### config.mk
export PLATFORM = sky130hd
export DESIGN_NAME = vga_timing_receiver
export DESIGN_NICKNAME = d
export VERILOG_FILES = /design/src/rtl/vga_timing_pkg.sv /design/src/rtl/vga_timing_receiver_sync_edge_detect.sv /design/src/rtl/vga_timing_receiver.sv
export SDC_FILE = /design/constraint.sdc
export NUM_CORES = 1
export LEC_CHECK = 0
export ABC_AREA = 1
export BUFFER_PORTS_ARGS = -buffer_cell sky130_fd_sc_hd__buf_2
export CELL_PAD_IN_SITES_DETAIL_PLACEMENT = 1
export CELL_PAD_IN_SITES_GLOBAL_PLACEMENT = 1
export CORE_MARGIN = 5
export CORE_UTILIZATION = 45
export DETAILED_ROUTE_END_ITERATION = 8
export HOLD_SLACK_MARGIN = 0.1
export MAX_ROUTING_LAYER = met4
export PLACE_DENSITY = 0.89
export SETUP_SLACK_MARGIN = 0.05
export SYNTH_ARGS = -nofsm -noshare
export SYNTH_HDL_FRONTEND = slang
export SYNTH_SLANG_ARGS = --single-unit
### constraint.sdc
create_clock -name clk -period 5.17 [get_ports clk]
set_clock_uncertainty 0.1 [all_clocks]
set_input_delay 0.7755 -clock clk [delete_from_list [all_inputs] [get_ports clk]]
set_output_delay 0.7755 -clock clk [all_outputs]
set_load 0.05 [all_outputs]
### src/rtl/vga_timing_pkg.sv
// vga_timing_pkg
//   Shared 640x480 raster timing constants (common to the timing generator
//   and the receiver), derived periods and visible-window bounds, the
//   receiver lock FSM encoding and a saturating counter helper.
package vga_timing_pkg;

  // Horizontal timing, in pixel clocks.
  localparam int   VGA_H_PIXELS      = 640;
  localparam int   VGA_H_FRONT_PORCH = 16;
  localparam int   VGA_H_SYNC_PULSE  = 96;
  localparam int   VGA_H_BACK_PORCH  = 48;
  localparam logic VGA_H_POL         = 1'b0;

  // Vertical timing, in lines.
  localparam int   VGA_V_PIXELS      = 480;
  localparam int   VGA_V_FRONT_PORCH = 10;
  localparam int   VGA_V_SYNC_PULSE  = 2;
  localparam int   VGA_V_BACK_PORCH  = 33;
  localparam logic VGA_V_POL         = 1'b0;

  localparam int VGA_H_PERIOD = VGA_H_PIXELS + VGA_H_FRONT_PORCH
                              + VGA_H_SYNC_PULSE + VGA_H_BACK_PORCH;   // 800
  localparam int VGA_V_PERIOD = VGA_V_PIXELS + VGA_V_FRONT_PORCH
                              + VGA_V_SYNC_PULSE + VGA_V_BACK_PORCH;   // 525

  // Positions are counted from the sync leading edge, so the visible
  // window starts after sync + back porch.
  localparam int VGA_H_VIS_START = VGA_H_SYNC_PULSE + VGA_H_BACK_PORCH;  // 144
  localparam int VGA_H_VIS_END   = VGA_H_VIS_START + VGA_H_PIXELS - 1;   // 783
  localparam int VGA_V_VIS_START = VGA_V_SYNC_PULSE + VGA_V_BACK_PORCH;  // 35
  localparam int VGA_V_VIS_END   = VGA_V_VIS_START + VGA_V_PIXELS - 1;   // 514

  typedef enum logic [1:0] {
    SEARCH = 2'd0,
    VERIFY = 2'd1,
    LOCKED = 2'd2
  } rx_state_e;

  function automatic logic [15:0] sat_inc(input logic [15:0] v);
    return (v == 16'hFFFF) ? v : v + 16'd1;
  endfunction

endpackage

### src/rtl/vga_timing_receiver_sync_edge_detect.sv
// sync_edge_detect
//   Registers one sync input, normalises it to active-high and flags the
//   first cycle of each active period.
//   clk, reset : pixel clock, async active-high reset
//   sync_i     : raw sync pin
//   edge_o     : one-cycle pulse on the inactive->active transition
module sync_edge_detect #(
  parameter logic POL = 1'b0
) (
  input  logic clk,
  input  logic reset,
  input  logic sync_i,
  output logic edge_o
);

  logic act_q;
  logic prev_q;

  always_ff @(posedge clk or posedge reset) begin
    if (reset) begin
      act_q  <= 1'b0;
      prev_q <= 1'b0;
    end else begin
      act_q  <= sync_i ^ ~POL;
      prev_q <= act_q;
    end
  end

  // A sync held active creates no further edges.
  assign edge_o = act_q & ~prev_q;

endmodule

### src/rtl/vga_timing_receiver.sv
// vga_timing_receiver
//   Sink side of the VGA raster timing. Recovers pixel coordinates and a
//   display-enable strobe from h_sync/v_sync, measures line and frame
//   lengths and locks after LOCK_FRAMES consecutive conforming frames.
//   clk, reset       : pixel clock, async active-high reset
//   h_sync, v_sync   : sync pins from the timing source
//   display_enable   : visible pixel while locked
//   row, column      : recovered visible coordinates (hold outside window)
//   locked           : lock status
//   timing_error     : one-cycle pulse on nonconformance in VERIFY/LOCKED
//   h_period_meas    : length of the last completed line, in clocks
//   v_lines_meas     : lines in the last completed frame
//   All outputs lag the sync pins by two clocks.
module vga_timing_receiver
  import vga_timing_pkg::*;
#(
  parameter int   H_PIXELS      = VGA_H_PIXELS,
  parameter int   H_FRONT_PORCH = VGA_H_FRONT_PORCH,
  parameter int   H_SYNC_PULSE  = VGA_H_SYNC_PULSE,
  parameter int   H_BACK_PORCH  = VGA_H_BACK_PORCH,
  parameter logic H_POL         = VGA_H_POL,
  parameter int   V_PIXELS      = VGA_V_PIXELS,
  parameter int   V_FRONT_PORCH = VGA_V_FRONT_PORCH,
  parameter int   V_SYNC_PULSE  = VGA_V_SYNC_PULSE,
  parameter int   V_BACK_PORCH  = VGA_V_BACK_PORCH,
  parameter logic V_POL         = VGA_V_POL,
  parameter int   H_TOL         = 0,
  parameter int   LOCK_FRAMES   = 2
) (
  input  logic        clk,
  input  logic        reset,
  input  logic        h_sync,
  input  logic        v_sync,
  output logic        display_enable,
  output logic [15:0] row,
  output logic [15:0] column,
  output logic        locked,
  output logic        timing_error,
  output logic [15:0] h_period_meas,
  output logic [15:0] v_lines_meas
);

  localparam int H_PERIOD = H_PIXELS + H_FRONT_PORCH + H_SYNC_PULSE + H_BACK_PORCH;
  localparam int V_PERIOD = V_PIXELS + V_FRONT_PORCH + V_SYNC_PULSE + V_BACK_PORCH;
  localparam logic [15:0] H_START = 16'(H_SYNC_PULSE + H_BACK_PORCH);
  localparam logic [15:0] H_END   = 16'(H_SYNC_PULSE + H_BACK_PORCH + H_PIXELS - 1);
  localparam logic [15:0] V_START = 16'(V_SYNC_PULSE + V_BACK_PORCH);
  localparam logic [15:0] V_END   = 16'(V_SYNC_PULSE + V_BACK_PORCH + V_PIXELS - 1);
  localparam logic [15:0] H_WD    = 16'(2 * H_PERIOD);
  localparam logic [15:0] V_LINES = 16'(V_PERIOD);

  logic hs_edge, vs_edge;

  sync_edge_detect #(.POL(H_POL)) u_hs (
    .clk(clk), .reset(reset), .sync_i(h_sync), .edge_o(hs_edge)
  );
  sync_edge_detect #(.POL(V_POL)) u_vs (
    .clk(clk), .reset(reset), .sync_i(v_sync), .edge_o(vs_edge)
  );

  rx_state_e   state_q, state_d;
  logic [15:0] hpos_q, hpos_d;
  logic [15:0] vpos_q, vpos_d;
  logic [15:0] line_cnt_q, line_cnt_d;
  logic [7:0]  good_q, good_d;
  logic        pend_v_q, pend_v_d;
  logic        first_h_q, first_h_d;
  logic        frame_bad_q, frame_bad_d;
  logic [15:0] row_q, row_d, col_q, col_d;
  logic        de_q, de_d, locked_q, locked_d, err_q, err_d;
  logic [15:0] hper_q, hper_d, vlin_q, vlin_d;

  logic [15:0] h_meas;
  logic        v_apply, line_ok, line_bad, watchdog, in_h, in_v;

  always_comb begin
    // Position counters; hpos is 0 in the edge cycle itself.
    hpos_d  = hs_edge ? 16'd0 : sat_inc(hpos_q);
    h_meas  = sat_inc(hpos_q);
    // A pending (or coincident) v edge takes effect at the next h edge.
    v_apply = hs_edge & (pend_v_q | vs_edge);
    pend_v_d = v_apply ? 1'b0 : (pend_v_q | vs_edge);

    vpos_d     = vpos_q;
    line_cnt_d = line_cnt_q;
    if (v_apply) begin
      vpos_d     = 16'd0;
      line_cnt_d = 16'd1;
    end else if (hs_edge) begin
      vpos_d     = sat_inc(vpos_q);
      line_cnt_d = sat_inc(line_cnt_q);
    end
    hper_d = hs_edge ? h_meas : hper_q;
    vlin_d = v_apply ? line_cnt_q : vlin_q;

    // The first line after reset/SEARCH entry is of unknown length.
    line_ok  = (int'(h_meas) >= H_PERIOD - H_TOL) && (int'(h_meas) <= H_PERIOD + H_TOL);
    line_bad = hs_edge & ~first_h_q & (state_q != SEARCH) & ~line_ok;
    watchdog = ~hs_edge & (hpos_d == H_WD);
    frame_bad_d = v_apply ? 1'b0 : (frame_bad_q | line_bad);
    first_h_d   = hs_edge ? 1'b0 : first_h_q;

    state_d = state_q;
    good_d  = good_q;
    err_d   = 1'b0;
    unique case (state_q)
      SEARCH: begin
        if (v_apply) begin
          state_d = VERIFY;
          good_d  = 8'd0;
        end
      end
      VERIFY: begin
        if (watchdog) begin
          err_d   = 1'b1;
          good_d  = 8'd0;
          state_d = SEARCH;
        end else if (line_bad) begin
          err_d  = 1'b1;
          good_d = 8'd0;
        end else if (v_apply) begin
          // A bad line in this frame was already reported when it ended.
          if (frame_bad_q) begin
            good_d = 8'd0;
          end else if (line_cnt_q != V_LINES) begin
            err_d  = 1'b1;
            good_d = 8'd0;
          end else if (int'(good_q) + 1 >= LOCK_FRAMES) begin
            good_d  = 8'd0;
            state_d = LOCKED;
          end else begin
            good_d = good_q + 8'd1;
          end
        end
      end
      LOCKED: begin
        if (watchdog || line_bad || (v_apply && line_cnt_q != V_LINES)) begin
          err_d   = 1'b1;
          state_d = SEARCH;
        end
      end
      default: state_d = SEARCH;
    endcase
    if (state_d == SEARCH && state_q != SEARCH) first_h_d = 1'b1;

    locked_d = (state_d == LOCKED);
    in_h  = (hpos_d >= H_START) && (hpos_d <= H_END);
    in_v  = (vpos_d >= V_START) && (vpos_d <= V_END);
    col_d = in_h ? hpos_d - H_START : col_q;
    row_d = in_v ? vpos_d - V_START : row_q;
    de_d  = in_h & in_v & locked_d;
  end

  always_ff @(posedge clk or posedge reset) begin
    if (reset) begin
      state_q     <= SEARCH;
      hpos_q      <= '0;
      vpos_q      <= '0;
      line_cnt_q  <= '0;
      good_q      <= '0;
      pend_v_q    <= 1'b0;
      first_h_q   <= 1'b1;
      frame_bad_q <= 1'b0;
      row_q       <= '0;
      col_q       <= '0;
      de_q        <= 1'b0;
      locked_q    <= 1'b0;
      err_q       <= 1'b0;
      hper_q      <= '0;
      vlin_q      <= '0;
    end else begin
      state_q     <= state_d;
      hpos_q      <= hpos_d;
      vpos_q      <= vpos_d;
      line_cnt_q  <= line_cnt_d;
      good_q      <= good_d;
      pend_v_q    <= pend_v_d;
      first_h_q   <= first_h_d;
      frame_bad_q <= frame_bad_d;
      row_q       <= row_d;
      col_q       <= col_d;
      de_q        <= de_d;
      locked_q    <= locked_d;
      err_q       <= err_d;
      hper_q      <= hper_d;
      vlin_q      <= vlin_d;
    end
  end

  assign display_enable = de_q;
  assign row            = row_q;
  assign column         = col_q;
  assign locked         = locked_q;
  assign timing_error   = err_q;
  assign h_period_meas  = hper_q;
  assign v_lines_meas   = vlin_q;

endmodule

**Word-level counts from Yosys, hierarchy flattened**

Index checks and enable logic that the tools add are counted.

- Memories: 0
- Output and inout port bits: 67
- Bits in latches: 0
- ROM bits: 0
- Memory bits (writable): 0
- Word-level logic and storage cells: 113
- Register bits after elaboration: 132

- $add $sub $neg: 7
- Order comparisons: 7
- Eq/ne operators: 11
- Bitwise operators: 18
- Shifts and indexed selects: 0
- $mul: 0
- Div/mod/pow operators: 0
- Reduce and logical (&&, ||, !) cells: 15
- Muxes and demuxes: 36

Operators by type and width:

| operator | number |
|---|---|
| 16-bit 2-to-1 mux | 8 |
| 8-bit 2-to-1 mux | 7 |
| 16-bit by 1-bit adder with 16-bit output (second input constant) | 3 |
| 16-bit equality test (second input constant) | 3 |
| 16-bit by 10-bit less-or-equal comparator with 1-bit output (second input constant) | 3 |
| 16-bit by 11-bit equality test with 1-bit output (second input constant) | 1 |
| 16-bit by 10-bit >= comparator with 1-bit output (second input constant) | 1 |
| 16-bit by 6-bit >= comparator with 1-bit output (second input constant) | 1 |
| 16-bit by 8-bit >= comparator with 1-bit output (second input constant) | 1 |
| 2-bit 2-to-1 mux | 8 |
| 16-bit by 10-bit != test with 1-bit output (second input constant) | 1 |
| 8-bit one-hot mux with 2 select lines | 1 |
| 16-bit by 6-bit subtractor with 16-bit output (second input constant) | 1 |
| 16-bit by 8-bit subtractor with 16-bit output (second input constant) | 1 |
| 1-bit 2-to-1 mux | 10 |
| 8-bit by 1-bit adder with 9-bit output (second input constant) | 1 |
| 1-bit bitwise AND | 9 |
| 9-bit by 2-bit >= comparator with 1-bit output (second input constant) | 1 |
| 8-bit by 1-bit adder with 8-bit output (second input constant) | 1 |
| 2-bit nonzero test | 4 |
| 1-bit NOT | 7 |
| 2-bit one-hot mux with 3 select lines | 1 |
| 1-bit logical AND | 5 |
| 2-bit equality test (second input constant) | 2 |
| other kinds (9) | 13 |

**Logic depth before layout (Yosys ltp)**

- Depth in word-level cells: 13
- Gate-level depth with buffers: 24
- Mapped depth without buffers: 23

**Cells and area by module**

Synthesis repeated with hierarchy kept, for this count alone.

- Cells, all modules: 937
- Area, all modules: 7,290.7 µm²

Modules (own cells, without submodules):

| module | area an instance (µm²) | cells an instance | instances | seq. area each (µm²) |
|---|---|---|---|---|
| vga_timing_receiver | 7,155.6 | 925 | 1 | 3,204.3 |
| sync_edge_detect | 67.6 | 6 | 2 | 50.0 |

**Least setup slack after synthesis**

No wires, ideal clock.

- Path kind: register to register
- Start point: register hpos_q[0]
- End point: register locked_q (netlist: locked)
- Arrival time: 2.472 ns
- Setup slack: 2.481 ns
- Clock period less this slack: 2.689 ns
- Stages on the path, launching flop included: 24
- Path buffers: 1
- Library setup time: 0.118 ns
- Cell sequence: dfrtp_1 > ha_1 > inv_2 > nor2_4 > nand2_4 > clkinv_2 > nand2_4 > buf_6 > nand2_1 > inv_1 > nor2_2 > inv_2 > ha_1 > inv_1 > nor2_1 > nand4_1 > nor2_1 > nand3_2 > nand2_1 > inv_2 > a21oi_1 > nand2_1 > nand3_1 > inv_1

RTL lines:

| what | RTL line | source |
|---|---|---|
| from (decl) | vga_timing_receiver.sv:62 | `logic [15:0] hpos_q, hpos_d;` |
| from (signal assigned) | vga_timing_receiver.sv:173 | `hpos_q <= hpos_d;` |
| 16-bit by 1-bit adder with 16-bit output or 16-bit equality test (tied branches) | vga_timing_pkg.sv:40 | `return (v == 16'hFFFF) ? v : v + 16'd1;` |
| 16-bit 2-to-1 mux (*) | vga_timing_pkg.sv:40 |  |
| 16-bit 2-to-1 mux (*) | vga_timing_receiver.sv:78 | `hpos_d = hs_edge ? 16'd0 : sat_inc(hpos_q);` |
| named net hpos_d[5] | vga_timing_receiver.sv:62 |  |
| 16-bit by 11-bit equality test with 1-bit output (*) | vga_timing_receiver.sv:99 | `watchdog = ~hs_edge & (hpos_d == H_WD);` |
| 1-bit bitwise AND (*) | vga_timing_receiver.sv:99 |  |
| 1-bit logical OR (2 in a row) | vga_timing_receiver.sv:137 | `if (watchdog \|\| line_bad \|\| (v_apply && line_cnt_q != V_LINES)) begin` |
| 2-bit 2-to-1 mux | vga_timing_receiver.sv:137 |  |
| 2-bit one-hot mux with 3 select lines (*) | vga_timing_receiver.sv:106 | `unique case (state_q)` |
| 2-bit equality test (*) | vga_timing_receiver.sv:146 | `locked_d = (state_d == LOCKED);` |
| named net locked_d | vga_timing_receiver.sv:70 | `logic de_q, de_d, locked_q, locked_d, err_q, err_d;` |
| to (signal assigned) | vga_timing_receiver.sv:183 | `locked_q <= locked_d;` |
| to (decl) | vga_timing_receiver.sv:70 |  |

The timed path passes the listed nets; every way through them passes the cells marked *.
A chain may end at the register's enable or synchronous reset.

**Worst setup path in the final report**

- Start point: register u_hs.prev_q
- End point: register de_q (netlist: display_enable)

- Word-level cells in the longest chain between the ends: 11

RTL lines:

| what | RTL line | source |
|---|---|---|
| from (decl) | vga_timing_receiver_sync_edge_detect.sv:17 | `logic prev_q;` |
| from (signal assigned) | vga_timing_receiver_sync_edge_detect.sv:25 | `prev_q <= act_q;` |
| 1-bit NOT (*) | vga_timing_receiver_sync_edge_detect.sv:30 | `assign edge_o = act_q & ~prev_q;` |
| 1-bit bitwise AND (*) | vga_timing_receiver_sync_edge_detect.sv:30 |  |
| 16-bit 2-to-1 mux (*) | vga_timing_receiver.sv:78 |  |
| named net hpos_d[5] | vga_timing_receiver.sv:62 |  |
| 16-bit by 11-bit equality test with 1-bit output | vga_timing_receiver.sv:99 |  |
| 1-bit bitwise AND | vga_timing_receiver.sv:99 |  |
| 1-bit logical OR (2 in a row) | vga_timing_receiver.sv:137 |  |
| 2-bit 2-to-1 mux | vga_timing_receiver.sv:137 |  |
| 2-bit one-hot mux with 3 select lines | vga_timing_receiver.sv:106 |  |
| 2-bit equality test | vga_timing_receiver.sv:146 |  |
| 1-bit bitwise AND (*) | vga_timing_receiver.sv:151 | `de_d = in_h & in_v & locked_d;` |
| named net de_d | vga_timing_receiver.sv:70 |  |
| to (signal assigned) | vga_timing_receiver.sv:166 | `de_q <= 1'b0;` |
| to (signal assigned) | vga_timing_receiver.sv:182 | `de_q <= de_d;` |
| to (decl) | vga_timing_receiver.sv:70 |  |

Marked as above.

==> results.cfg <==
[outcome]
status = finished, final reports clean

[worst_setup_path]
cp_max_fo = 33
r2r-start = u_hs.prev_q
critPathCaptureType = register
r2r_end = display_enable
arrival_ns = 3.94
startpoint_type = register
crit_type = reg2reg
critPathLaunch = u_hs.prev_q
required_ns = 5.42
r2r_slack_ns = 1.49
rr_worst_depth = 19

[sta]
post-route-min-period_ns = 3.68
drv_slew = 0
fmax_mhz = 271
hold_viol = 0
rsz0062_at_grt = false
period_share = 0.713
setup_viol = 0
slew_headroom = 0.374
setup_tns_ns = 0
tightestPinTransition_ns = 0.940

[finish]
area_growth_pct = 16.2
drive_gt1_frac = 0.195
finalNonFillerCells = 1169
fin_nets = 964
nFillCells = 1890
diodes = 0
multi_input_area_mm2 = 0.00317
seq_area_mm2 = 0.00330

[clock_tree]
cts_resized = 0
ctsHoldBuffers = 0
cts_buffer_depth = 2
clk_latency_ns = 0.42
cts_tree = done
htreeDepth = 4
cts_sinks = 132
cts-root-buf = clkbuf_16
path_clk_slew_ns = 0.06
cts_made_buffers = 17
cts_setup_buffers = 0

[grt]
antenna_found_initial = 0
grt_max_degree = 106
grt_pass1_vias = 6751
overflow = 0
grt_pass1_wl_mm = 33.3
grt_usage = 0.234

[drt]
drtIter0Drc = 313
antenna_left = 0
first_pass_iters = 4
via_per_inst = 5.24
drc = 0
vias = 6121
post_drt_wl_per_cell_um = 17.0
routed_wl_mm = 19.8

[die]
start_util = 0.462
row_count = 45
die_area_mm2 = 0.0183
coreArea_mm2 = 0.0153
die_x_um = 135
dieHeight_um = 135
ios = 71

[yosys]
ys_seq_area_frac = 0.467
yosysWarningCount = 0
ys_ff_latch = 132
synth.distinct_cells = 44
synth_area_mm2 = 0.00708
synth_nets = 891
netlist_instances = 872
syn_area_per_cell_um2 = 8.12

[placed_design]
dp_hpwl_mm = 14.1
io_buffer_count = 70
dp_cells = 1137
gp_congestion = 0.863

[pwr]
powerDensity_mw_per_mm2 = 425
peakVddDrop_uv = 368
p_leak_nw = 4.37

[min_path]
hold_path_depth = 0
min-delay-start = u_hs.act_q
holdPathEnd = u_hs.prev_q
hp-class = reg2reg

[run]
max_cap_violations = 0
## state kept, by name (all words and copies together), names as in the netlist, 2 cells and up
name and count:
column 16, good_q 8, h_period_meas 16, hpos_q 16, line_cnt_q 16, row 16
state_q 2, v_lines_meas 16, vpos_q 16
## report_power, final
group	leakage, nW	total [mW]	switching [mW]	internal, mW
clock	0.305	1.28	0.466	0.811
sequential	1.75	1.29	0.114	1.17
combinational	2.31	0.937	0.691	0.246
total	4.37	3.50	1.27	2.23
## cell usage after synthesis, drive strengths merged
library cell | number | area (um2)
o21a | 1 | 7.51
o21ai | 62 | 355
a21oi | 18 | 105
nor3 | 15 | 91.3
o31ai | 1 | 7.51
nor2 | 90 | 415
dfstp | 1 | 26.3
buf | 14 | 104
o22ai | 2 | 12.5
a31oi | 10 | 62.6
nand4 | 17 | 106
inv | 126 | 473
xnor2 | 7 | 61.3
nand3b | 2 | 40.0
nand2 | 252 | 1010
clkinv | 2 | 8.75
nand3 | 63 | 388
clkbuf | 5 | 18.8
and3 | 3 | 18.8
dfrtp | 131 | 3280
o21bai | 3 | 26.3
o211ai | 2 | 15.0
ha | 15 | 188
nor4 | 4 | 31.3
or2 | 1 | 6.26
xor2 | 25 | 219
## cell type report
class,count,area share
multi-input cells,593,0.385
flip-flops and latches,132,0.402
inverters,128,0.0592
well taps,211,0.0321
clock inverters,11,0.0183
clock buffers,21,0.0584
repair buffers,73,0.0453
## layout by cell type, fill, tap and decap left out, drive strengths merged, types with 2 or more instances in the layout
master      n
o22ai       2
o21ai      62
clkinv      8
o211ai      2
buf        73
dfrtp     131
clkinvlp    2
nand4      17
nand2     252
xor2       25
and3        3
nor2       90
a31oi      10
inv       126
nand3b      2
nand3      63
bufinv      3
clkbuf     21
ha         15
nor4        4
nor3       15
o21bai      3
a21oi      18
xnor2       7
## how the worst max path moves through the flow
stage                                end  slack, ns  depth (start not counted)
after floorplan                column[0]       0.77                          1
after global placement            locked       1.88                         18
after detailed placement  display_enable       1.60                         19
after CTS                 display_enable       1.53                         19
after global routing      display_enable       1.14                         19
final                     display_enable       1.49                         19
## per-layer routing
metal  global-route usage  share of wire
met3               0.0498          0.033
met5                    -              0
met2                0.393           0.51
met4               0.0924          0.031
met1                0.275           0.42
## logic make-up (layout without fill, tap and decap cells)
logic type | Yosys count | after routing | synth area share
simple gates | 447 | 447 | 0.298
buf+inv | 147 | 233 | 0.0854
flops | 132 | 132 | 0.467
compound gates | 99 | 99 | 0.0836
xor+xnor | 32 | 32 | 0.0396
fa+ha+maj | 15 | 15 | 0.0265
## critical path, cell delays in order, from the launching register on
cell and delay [ns]:
dfrtp_1 0.36, inv_1 0.06, nand2_2 0.37, inv_1 0.61, buf_4 0.41, nor2_2 0.09, inv_2 0.10, ha_1 0.17
inv_1 0.05, nor2_1 0.11, nand4_1 0.10, nor2_1 0.22, nand3_2 0.16, nand2_1 0.14, inv_2 0.05, nand2_1 0.07
nand3_1 0.08, nand2_1 0.10, nand3_1 0.13, nor2_2 0.12
## metrics by stage
stage | total power, mW | utilization | setup WS [ns] | area, um2 | hold WS (ns)
2_1_floorplan | 1.99 | - | 0.770 | 7080 | 0.254
3_3_place_gp | 2.19 | 0.496 | 1.88 | 7600 | 0.267
3_5_place_dp | 2.22 | 0.496 | 1.60 | 7600 | 0.276
4_1_cts | 3.52 | 0.537 | 1.53 | 8230 | 0.298
5_1_grt | 3.68 | 0.537 | 1.14 | 8230 | 0.310
6_report | 3.50 | 0.537 | 1.49 | 8230 | 0.297
Note: power is estimated with default switching activity, not from simulation.
